### config.mk
export PLATFORM = sky130hd
export DESIGN_NAME = window_extract
export DESIGN_NICKNAME = d
export VERILOG_FILES = /design/src/rtl/window_extract.sv
export SDC_FILE = /design/constraint.sdc
export NUM_CORES = 1
export LEC_CHECK = 0
export ABC_CLOCK_PERIOD_IN_PS = 2700
export BUFFER_PORTS_ARGS = -buffer_cell sky130_fd_sc_hd__buf_2
export CORE_MARGIN = 2
export CORE_UTILIZATION = 26
export CTS_CLUSTER_DIAMETER = 120
export DETAILED_ROUTE_END_ITERATION = 6
export MAX_ROUTING_LAYER = met4
export SLEW_MARGIN = 20
export SYNTH_ARGS = -nofsm -noshare
export SYNTH_HDL_FRONTEND = slang
export SYNTH_SLANG_ARGS = --single-unit
### constraint.sdc
create_clock -name sys_clk -period 2.7 [get_ports sys_clk]
set_input_delay 0.54 -clock sys_clk [delete_from_list [all_inputs] [get_ports sys_clk]]
set_output_delay 0.54 -clock sys_clk [all_outputs]
set_load 0.01 [all_outputs]
### src/rtl/window_extract.sv
// Window extractor: forwards only in-window pixels of a full-frame stream,
// re-based to window coordinates, with frame/line markers and one-cycle latency.
module window_extract #(
    parameter int P_W   = 12,
    parameter int C_W   = 8,
    parameter int IMG_X = 640,
    parameter int IMG_Y = 480,
    parameter int WX1   = 160,
    parameter int WX2   = 479,
    parameter int WY1   = 120,
    parameter int WY2   = 359
) (
    input  logic           sys_clk,
    input  logic           sys_rst_n,
    input  logic           i_valid,
    input  logic           i_sof,
    input  logic [C_W-1:0] i_R,
    input  logic [C_W-1:0] i_G,
    input  logic [C_W-1:0] i_B,
    output logic           o_valid,
    output logic           o_sof,
    output logic           o_eol,
    output logic           o_eof,
    output logic [P_W-1:0] o_x,
    output logic [P_W-1:0] o_y,
    output logic [C_W-1:0] o_R,
    output logic [C_W-1:0] o_G,
    output logic [C_W-1:0] o_B,
    output logic           o_frame_err
);

    typedef enum logic {S_SYNC, S_RUN} state_t;

    localparam logic [P_W-1:0] X_LAST = P_W'(IMG_X - 1);
    localparam logic [P_W-1:0] Y_LAST = P_W'(IMG_Y - 1);
    localparam logic [P_W-1:0] X_LO   = P_W'(WX1);
    localparam logic [P_W-1:0] X_HI   = P_W'(WX2);
    localparam logic [P_W-1:0] Y_LO   = P_W'(WY1);
    localparam logic [P_W-1:0] Y_HI   = P_W'(WY2);

    state_t         state_q, state_d;
    logic [P_W-1:0] cnt_x_q, cnt_x_d;
    logic [P_W-1:0] cnt_y_q, cnt_y_d;

    logic           valid_q, valid_d;
    logic           sof_q, sof_d;
    logic           eol_q, eol_d;
    logic           eof_q, eof_d;
    logic [P_W-1:0] x_q, x_d;
    logic [P_W-1:0] y_q, y_d;
    logic [C_W-1:0] r_q, r_d;
    logic [C_W-1:0] g_q, g_d;
    logic [C_W-1:0] b_q, b_d;
    logic           err_q, err_d;

    logic           restart;
    logic           accept;
    logic [P_W-1:0] pix_x;
    logic [P_W-1:0] pix_y;
    logic           in_win;

    // A qualified start-of-frame always pins the current pixel to (0,0).
    always_comb begin
        restart = i_valid && i_sof;
        accept  = i_valid && (i_sof || (state_q == S_RUN));
        pix_x   = restart ? '0 : cnt_x_q;
        pix_y   = restart ? '0 : cnt_y_q;
        in_win  = (pix_x >= X_LO) && (pix_x <= X_HI) &&
                  (pix_y >= Y_LO) && (pix_y <= Y_HI);
    end

    always_comb begin
        state_d = state_q;
        cnt_x_d = cnt_x_q;
        cnt_y_d = cnt_y_q;
        if (accept) begin
            state_d = S_RUN;
            if (pix_x == X_LAST) begin
                cnt_x_d = '0;
                cnt_y_d = (pix_y == Y_LAST) ? '0 : pix_y + 1'b1;
            end else begin
                cnt_x_d = pix_x + 1'b1;
                cnt_y_d = pix_y;
            end
        end
    end

    // Payload registers hold their last value between output strobes.
    always_comb begin
        valid_d = accept && in_win;
        sof_d   = valid_d && (pix_x == X_LO) && (pix_y == Y_LO);
        eol_d   = valid_d && (pix_x == X_HI);
        eof_d   = valid_d && (pix_x == X_HI) && (pix_y == Y_HI);
        x_d     = x_q;
        y_d     = y_q;
        r_d     = r_q;
        g_d     = g_q;
        b_d     = b_q;
        if (valid_d) begin
            x_d = pix_x - X_LO;
            y_d = pix_y - Y_LO;
            r_d = i_R;
            g_d = i_G;
            b_d = i_B;
        end
        err_d = restart && (state_q == S_RUN) &&
                ((cnt_x_q != '0) || (cnt_y_q != '0));
    end

    always_ff @(posedge sys_clk or negedge sys_rst_n) begin
        if (!sys_rst_n) begin
            state_q <= S_SYNC;
            cnt_x_q <= '0;
            cnt_y_q <= '0;
            valid_q <= 1'b0;
            sof_q   <= 1'b0;
            eol_q   <= 1'b0;
            eof_q   <= 1'b0;
            x_q     <= '0;
            y_q     <= '0;
            r_q     <= '0;
            g_q     <= '0;
            b_q     <= '0;
            err_q   <= 1'b0;
        end else begin
            state_q <= state_d;
            cnt_x_q <= cnt_x_d;
            cnt_y_q <= cnt_y_d;
            valid_q <= valid_d;
            sof_q   <= sof_d;
            eol_q   <= eol_d;
            eof_q   <= eof_d;
            x_q     <= x_d;
            y_q     <= y_d;
            r_q     <= r_d;
            g_q     <= g_d;
            b_q     <= b_d;
            err_q   <= err_d;
        end
    end

    assign o_valid     = valid_q;
    assign o_sof       = sof_q;
    assign o_eol       = eol_q;
    assign o_eof       = eof_q;
    assign o_x         = x_q;
    assign o_y         = y_q;
    assign o_R         = r_q;
    assign o_G         = g_q;
    assign o_B         = b_q;
    assign o_frame_err = err_q;

endmodule
* Yosys cells after proc, flatten, opt, wreduce, memory -nomap -nowiden
Cells that the tools add are included.
Cells by class: $add $sub $neg 4, magnitude comparators 4, eq/ne operators 6, muxes and demuxes 5, reductions and logical operators 16
Operators with widths (number):
- two-way mux 12 bit | 5
- equality test 12 x 9 -> 1 bit, second input constant | 3
- adder 12 x 1 -> 12 bit, second input constant | 2
- <= comparator 12 x 9 -> 1 bit, second input constant | 2
- nonzero test 12 bit | 2
- equality test 12 x 10 -> 1 bit, second input constant | 1
- equality test 12 x 7 -> 1 bit, second input constant | 1
- equality test 12 x 8 -> 1 bit, second input constant | 1
- >= comparator 12 x 7 -> 1 bit, second input constant | 1
- >= comparator 12 x 8 -> 1 bit, second input constant | 1
- logical AND 1 bit | 12
- subtractor 12 x 7 -> 12 bit, second input constant | 1
- subtractor 12 x 8 -> 12 bit, second input constant | 1
- logical OR 1 bit | 2
Word-level totals: bits in registers 78, bits of input ports 28, output and inout port bits 53, word-level logic and storage cells 48

* Longest topological paths before layout
Gate-level depths: netlist of run 1.
depth after elaboration 9, mapped depth 11, gate-level depth less buffers 9

* Least setup slack after synthesis of run 1
No wires, ideal clock.
path type input-to-reg, from in i_sof, to reg y_q[11] (netlist: o_y[11]), arrival time 2.461 ns, required time 2.575 ns, setup slack 0.114 ns, stages on the path 10, path through clkbuf_1 -> nand2_1 -> clkbuf_1 -> clkbuf_1 -> and2_1 -> ha_1 -> nand3_1 -> a21oi_1 -> o21ai_0 -> mux2_4
Between the ends: cells in the longest elaborated chain, start to end 7, elaborated cells between the ends (all ways) 14
Ends and longest elaborated chain:
- start, declared | RTL line 16 | input logic i_sof,
- logical AND 1 bit | RTL line 64 | restart = i_valid && i_sof;
- two-way mux 12 bit | RTL line 66 | pix_x = restart ? '0 : cnt_x_q;
- >= comparator 12 x 8 -> 1 bit / <= comparator 12 x 9 -> 1 bit (equally long branches) | RTL line 68 | in_win = (pix_x >= X_LO) && (pix_x <= X_HI) &&
- logical AND 1 bit (2 in a row) | RTL line 68
- logical AND 1 bit | RTL line 69 | (pix_y >= Y_LO) && (pix_y <= Y_HI);
- logical AND 1 bit | RTL line 90 | valid_d = accept && in_win;
- end signal, assigned | RTL line 134 | y_q <= y_d;
- end, declared | RTL line 50 | logic [P_W-1:0] y_q, y_d;
Several ways; a longest one is shown, not always the timed one. A chain may end at the register's enable or synchronous reset.

* Worst setup path in the final report of run 1
from reg cnt_x_q[7], to reg x_q[7] (netlist: o_x[7])
Between the ends: cells in the longest elaborated chain, start to end 6, elaborated cells between the ends (all ways) 8
Ends and longest elaborated chain:
- start, declared | RTL line 42 | logic [P_W-1:0] cnt_x_q, cnt_x_d;
- start signal, assigned | RTL line 127 | cnt_x_q <= cnt_x_d;
- two-way mux 12 bit * | RTL line 66
- >= comparator 12 x 8 -> 1 bit / <= comparator 12 x 9 -> 1 bit (equally long branches) | RTL line 68
- logical AND 1 bit (2 in a row) | RTL line 68
- logical AND 1 bit | RTL line 69
- logical AND 1 bit | RTL line 90
- end signal, assigned | RTL line 119 | x_q <= '0;
- end signal, assigned | RTL line 133 | x_q <= x_d;
- end, declared | RTL line 49 | logic [P_W-1:0] x_q, x_d;
Mark *: on every way between the ends. The rest lies on a longest branch, timed or not.

==> results of run 1 <==
-- power by group through the flow --
stage	Combinational [mW]	Clock [mW]	Sequential (mW)
after floorplan	0.134	0	1.23
after global placement	0.194	0	1.25
after detailed placement	0.197	0	1.25
after CTS	0.199	1.24	1.23
after global routing	0.223	1.29	1.24
final	0.196	1.21	1.24
-- sequential cells by signal, summed over array words and instances (netlist names) --
signal,count
o_valid,1
o_y,12
state_q,1
o_R,8
cnt_y_q,12
o_eof,1
o_G,8
cnt_x_q,12
o_x,12
o_eol,1
o_frame_err,1
o_sof,1
o_B,8
-- synth_stat cells, drive strengths merged, types with 2 or more instances --
master | number | area share
dfrtp | 78 | 0.47
mux2 | 37 | 0.13
nand2 | 37 | 0.035
nor2 | 24 | 0.022
inv | 22 | 0.020
a21oi | 18 | 0.022
nand3 | 17 | 0.022
o21ai | 16 | 0.019
clkbuf | 15 | 0.014
buf | 13 | 0.034
nand4 | 13 | 0.020
mux2i | 10 | 0.024
nor4 | 9 | 0.020
and2 | 7 | 0.011
nor3 | 6 | 0.011
a31oi | 5 | 0.0075
o211ai | 5 | 0.0090
xnor2 | 5 | 0.011
ha | 4 | 0.012
or3 | 4 | 0.0060
or4 | 3 | 0.0054
a21bo | 2 | 0.0048
and3 | 2 | 0.0030
nor2b | 2 | 0.0030
o21a | 2 | 0.0036
o22a | 2 | 0.0042
o22ai | 2 | 0.0030
o2bb2ai | 2 | 0.0042
o31ai | 2 | 0.0036
xor2 | 2 | 0.0042
-- worst paths after layout --
| kind | startpoint | endpoint | slack (ps) | depth (start not counted) |
|---|---|---|---|---|
| max | cnt_x_q[7] | o_x[7] | 410 | 6 |
| min | sys_rst_n | cnt_x_q[2] | 250 | 1 |
| max reg2reg | cnt_x_q[7] | o_x[7] | 410 | 6 |
| min reg2reg | o_x[10] | o_x[10] | 480 | 1 |
| max in group asynchronous | sys_rst_n | o_R[4] | 1850 | 2 |
| min in group sys_clk | i_B[0] | o_B[0] | 430 | 2 |
-- worst max-delay path: stages (launching register included) --
cell	delay [ps]
dfrtp_1	620
o21a_1	230
o22ai_1	130
nor4b_4	360
a21bo_4	340
buf_12	190
mux2_4	300
-- cell type report --
cell class	count	area share
clock buffer	13	0.0509
clock inverter	1	0.00588
inverter	22	0.0162
multi-input combinational	256	0.378
sequential	78	0.382
tap	216	0.0529
timing repair buffer	99	0.114
-- layout by cell type (no fill, tap or decap), drive strengths merged, types with 2 or more instances in the layout --
| cell type | count |
|---|---|
| a21bo | 2 |
| a21oi | 18 |
| a31oi | 5 |
| and2 | 7 |
| and3 | 2 |
| buf | 99 |
| clkbuf | 13 |
| dfrtp | 78 |
| ha | 4 |
| inv | 22 |
| mux2 | 37 |
| mux2i | 10 |
| nand2 | 37 |
| nand3 | 17 |
| nand4 | 13 |
| nor2 | 24 |
| nor2b | 2 |
| nor3 | 6 |
| nor4 | 9 |
| o211ai | 5 |
| o21a | 2 |
| o21ai | 16 |
| o22a | 2 |
| o22ai | 2 |
| o2bb2ai | 2 |
| o31ai | 2 |
| or3 | 4 |
| or4 | 3 |
| xnor2 | 5 |
| xor2 | 2 |
-- cells by family after synthesis --
logic type                 after synthesis  share of synthesized area
AOI/OAI and AO/OA                       67                      0.105
xor gates and xnor gates                 7                     0.0147
adders and majority gates                4                     0.0120
buffers and inverters                   50                     0.0677
DFF                                     78                      0.469
muxes                                   47                      0.157
and+or+nand+nor                        131                      0.174
-- metal layers --
layer / share of wire / GRT usage / vias up
met4: 0.016 / 0.0432 / 0
met2: 0.47 / 0.205 / 122
met3: 0.075 / 0.0334 / 17
li1: - / - / 1530
met5: 0 / - / -
met1: 0.44 / 0.160 / 1585
==> flow_summary_export.csv, run 1 <==
group,metric,value,unit
final_layout,syn_to_final_growth,22.9,%
place,placed_cell_area,0.00482,mm^2
final_layout,final-instance-count-excl-fill,685,
global_route,grt_overflow,0,
sta,finalCritPeriodShare,0.849,
yosys,synthCells,384,
final_layout,drive_above_1_share,0.343,
floorplanning,die_h,130,um
drt,routedWlPerCell,15.0,um
setup_path,crit_arrival,2510,ps
power,switching_share,0.232,
status,status,"finished clean",
cts,cts_root_buf,"clkbuf_16",
worst_hold_path,holdCritPathClass,"input port to async pin",
setup_path,critPathLaunchType,"register",
power,power_density,516,mW/mm^2
cts,cts_resized,0,
power,clock_power_share,0.457,
global_route,grt_pass1_vias,3269,
global_route,grtUsageTotal,0.129,
yosys,synth_seq_area_share,0.469,
floorplanning,ios,81,
yosys,synthFlopType,"dfrtp_1",
cts,clk_latency,330,ps
cts,hold_buffers,0,
final_layout,num-fill-cells,1633,
final_layout,seq_area,0.00195,mm^2
cts,clk_pin_slew,60,ps
place,placed_cells,671,
final_layout,multi_input_area,0.00193,mm^2
sta,clock_skew,5.12,ps
sta,worst_slew_pin_slew,798,ps
setup_path,path_class,"register to register",
final_layout,fin_nets,498,
global_route,grt_max_degree,51,
sta,final_hold_viol_count,0,
sta,timing.hold.ws,245,ps
final_layout,final_core_utilization,0.324,
floorplanning,num_rows,46,
cts,clockBufferDepth,2,
cts,clock-sinks,78,
global_route,antenna_found_initial,0,
yosys,synth-edff-count,0,
yosys,yosysWarnings,0,
global_route,grt_pass1_wl,16700,um
drt,vias,3254,
final_layout,antennaDiodeCount,0,
drt,drc,0,
power,p_seq_frac,0.468,
place,finalWeightedCongestion,0.872,
yosys,synth_seq_cells,78,
yosys,synth_nets,416,
power,switchingPower,0.611,mW
drt,drt_pass1_iterations,4,
place,dp_hpwl,7310,um
floorplanning,initial_core_util,0.264,
place,port_buffers,80,
cts,postCtsSetupBuffers,0,
power,intPower,2.03,mW
drt,vias_per_cell,4.75,
cts,tritoncts,"done",
yosys,synth_cell_types,61,
cts,cts_buffers,9,
final_layout,design_area,0.00511,mm^2
setup_path,required,2920,ps
power,power_leakage,2.60,nW
yosys,syn_area_per_cell,10.8,um^2
setup_path,worstPathMaxFanout,22,
sta,drv_slew,0,
power,ir_drop,0.248,mV
yosys,synth_area,0.00416,mm^2
yosys,synthArstFlopShare,1.00,
sta,timing.final.ws_setup,408,ps
floorplanning,die-area,0.0170,mm^2
sta,max-slew-margin-rel,0.468,
sta,setup_viol,0,
sta,fin_crit,2290,ps
place,place_ws,125,ps
sta,grt_setup_unrepaired,"false",
cts,htreeDepth,3,
setup_path,endpoint_kind,"register",
sta,fin_tns_setup,0,ps
floorplanning,die_w,130,um
flow_run,maxCapViolations,0,
drt,postRouteAntennaNets,0,
power,total_power,2.64,mW
sta,fmax,0.436,GHz
power,p_comb_frac,0.074,
floorplanning,core_area,0.0158,mm^2
drt,dr.first_iter.drc_count,200,
drt,drt-total-wl,10200,um
Note: power is estimated with default switching activity, not from simulation.
==> run 2, diff against run 1 <==
--- a/config.mk
+++ b/config.mk
@@ -5,7 +5,7 @@
 export SDC_FILE = /design/constraint.sdc
 export NUM_CORES = 1
 export LEC_CHECK = 0
-export ABC_CLOCK_PERIOD_IN_PS = 2700
+export ABC_CLOCK_PERIOD_IN_PS = 2000
 export BUFFER_PORTS_ARGS = -buffer_cell sky130_fd_sc_hd__buf_2
 export CORE_MARGIN = 2
 export CORE_UTILIZATION = 26
==> constraint.sdc (replaced) <==
create_clock -name sys_clk -period 2 [get_ports sys_clk]
set_input_delay 0.4 -clock sys_clk [delete_from_list [all_inputs] [get_ports sys_clk]]
set_output_delay 0.4 -clock sys_clk [all_outputs]
set_load 0.01 [all_outputs]
==> flow_summary_export.csv, run 2 (same netlist as run 1, synthesis figures left out) <==
group,metric,value,unit
power,total_power,3.69,mW
global_route,antenna_found_initial,0,
setup_path,critPathBufInv,2,
place,dp_hpwl,8330,um
power,switchingPower,0.868,mW
final_layout,layout_common_cells,"86 x buf_4, 79 x buf_2, 73 x dfrtp_1",
flow_run,maxCapViolations,0,
drt,vias,3532,
drt,vias_per_cell,4.62,
global_route,grt_pass1_wl,17800,um
setup_path,critPathLaunchType,"register",
status,status,"finished with violations",
cts,cts_buffers,9,
cts,htreeDepth,3,
setup_path,cp_top_family,"compound AO/OA/AOI/OAI gates",
floorplanning,ios,81,
setup_path,crit_path_frequent_cell,"a21bo_4",
setup_path,cp_slowest_stage_delay,430,ps
setup_path,crit_arrival,2290,ps
final_layout,antennaDiodeCount,0,
place,place_ws,-236,ps
sta,fin_crit,2070,ps
sta,fmax,0.484,GHz
final_layout,design_area,0.00588,mm^2
drt,drt_pass1_iterations,5,
sta,timing.hold.ws,28.8,ps
sta,final_hold_viol_count,0,
sta,timing.final.ws_setup,-67.4,ps
global_route,grt_overflow,0,
global_route,grt_pass1_vias,3538,
power,intPower,2.82,mW
cts,hold_buffers,0,
setup_path,path_class,"register to register",
power,p_comb_frac,0.105,
floorplanning,core_area,0.0158,mm^2
cts,cts_root_buf,"clkbuf_16",
status,failed_checks,"negative setup slack",
cts,clock-sinks,78,
sta,clock_skew,9.73,ps
final_layout,drive_above_1_share,0.471,
sta,grt_setup_unrepaired,"true",
drt,routedWlPerCell,14.9,um
sta,max-slew-margin-rel,0.526,
sta,drv_slew,0,
setup_path,endpoint_kind,"register",
floorplanning,initial_core_util,0.264,
cts,tritoncts,"done",
final_layout,final_common_cell,"buf_4",
sta,finalCritPeriodShare,1.03,
drt,dr.first_iter.drc_count,220,
floorplanning,die_w,130,um
sta,setup_viol,42,
setup_path,required,2220,ps
power,switching_share,0.235,
floorplanning,die_h,130,um
final_layout,multi_input_area,0.00202,mm^2
setup_path,cp_slowest_cell,"or4_4",
setup_path,path_cells,"a21bo_4 -> or4_4 -> o21ai_2 -> a21bo_4 -> buf_4 -> buf_12 -> mux2_4",
cts,clk_latency,340,ps
floorplanning,num_rows,46,
drt,drt-total-wl,11400,um
power,ir_drop,0.328,mV
floorplanning,die-area,0.0170,mm^2
drt,postRouteAntennaNets,0,
global_route,grtUsageTotal,0.139,
final_layout,seq_area,0.00196,mm^2
sta,worst_slew_pin_slew,706,ps
power,p_seq_frac,0.446,
global_route,grt_max_degree,38,
cts,clk_pin_slew,60,ps
final_layout,num-fill-cells,1573,
cts,clockBufferDepth,2,
place,port_buffers,80,
place,finalWeightedCongestion,0.912,
worst_hold_path,holdCritPathClass,"input port to async pin",
power,power_leakage,3.06,nW
place,placed_cell_area,0.00529,mm^2
final_layout,fin_nets,576,
power,power_density,627,mW/mm^2
setup_path,worstPathMaxFanout,10,
power,clock_power_share,0.448,
final_layout,syn_to_final_growth,41.5,%
drt,drc,0,
run 2: worst paths after layout:
path	start	end	slack [ps]	depth (start not counted)
max in group asynchronous	sys_rst_n	o_G[5]	1410	2
min in group sys_clk	i_R[5]	o_R[5]	290	2
worst min-delay path	sys_rst_n	cnt_x_q[3]	30	1
worst max register to register	cnt_y_q[5]	o_R[6]	-70	7
worst max-delay path	cnt_y_q[5]	o_R[6]	-70	7
worst min register to register	o_x[10]	o_x[10]	480	1
run 2: through the flow:
step	TNS, ps	util	instances
2_1_floorplan	0	-	384
3_5_place_dp	-9930	0.335	727
6_report	-1480	0.373	764
3_3_place_gp	-8590	0.335	727
4_1_cts	-2870	0.367	756
5_1_grt	-5150	0.373	764
run 2: worst reg2reg max path: stages (launching register included):
cell	delay, ps
dfrtp_1	380
a21bo_4	250
or4_4	430
o21ai_2	140
a21bo_4	170
buf_4	130
buf_12	140
mux2_4	310
run 2: routing by layer:
metal | track usage | wire (um)
met1 | 0.170 | 4960
met5 | - | 0
met2 | 0.224 | 5440
met4 | 0.0601 | 231
met3 | 0.0289 | 738
run 2: final cells by class:
type | instances | share of cell area
Multi-Input combinational cell | 256 | 0.343
Sequential cell | 78 | 0.333
Timing Repair Buffer | 177 | 0.213
Tap cell | 216 | 0.0459
Clock buffer | 12 | 0.0436
Inverter | 22 | 0.0140
Clock inverter | 3 | 0.00745
run 2: repair_timing:
| item | in CTS | in global routing |
|---|---|---|
| gates cloned | 2 | 1 |
| setup endpoints to repair | 42 | 61 |
| buffers inserted | 12 | 9 |
| resized for setup | 9 | 20 |
| pin swaps | 1 | 6 |
run 2: power groups by stage:
stage / combinational, mW / clock (mW) / sequential (mW)
after global placement: 0.352 / 0 / 1.67
after detailed placement: 0.358 / 0 / 1.67
after floorplan: 0.188 / 0 / 1.66
after CTS: 0.367 / 1.70 / 1.64
final: 0.389 / 1.65 / 1.65
after global routing: 0.433 / 1.78 / 1.65
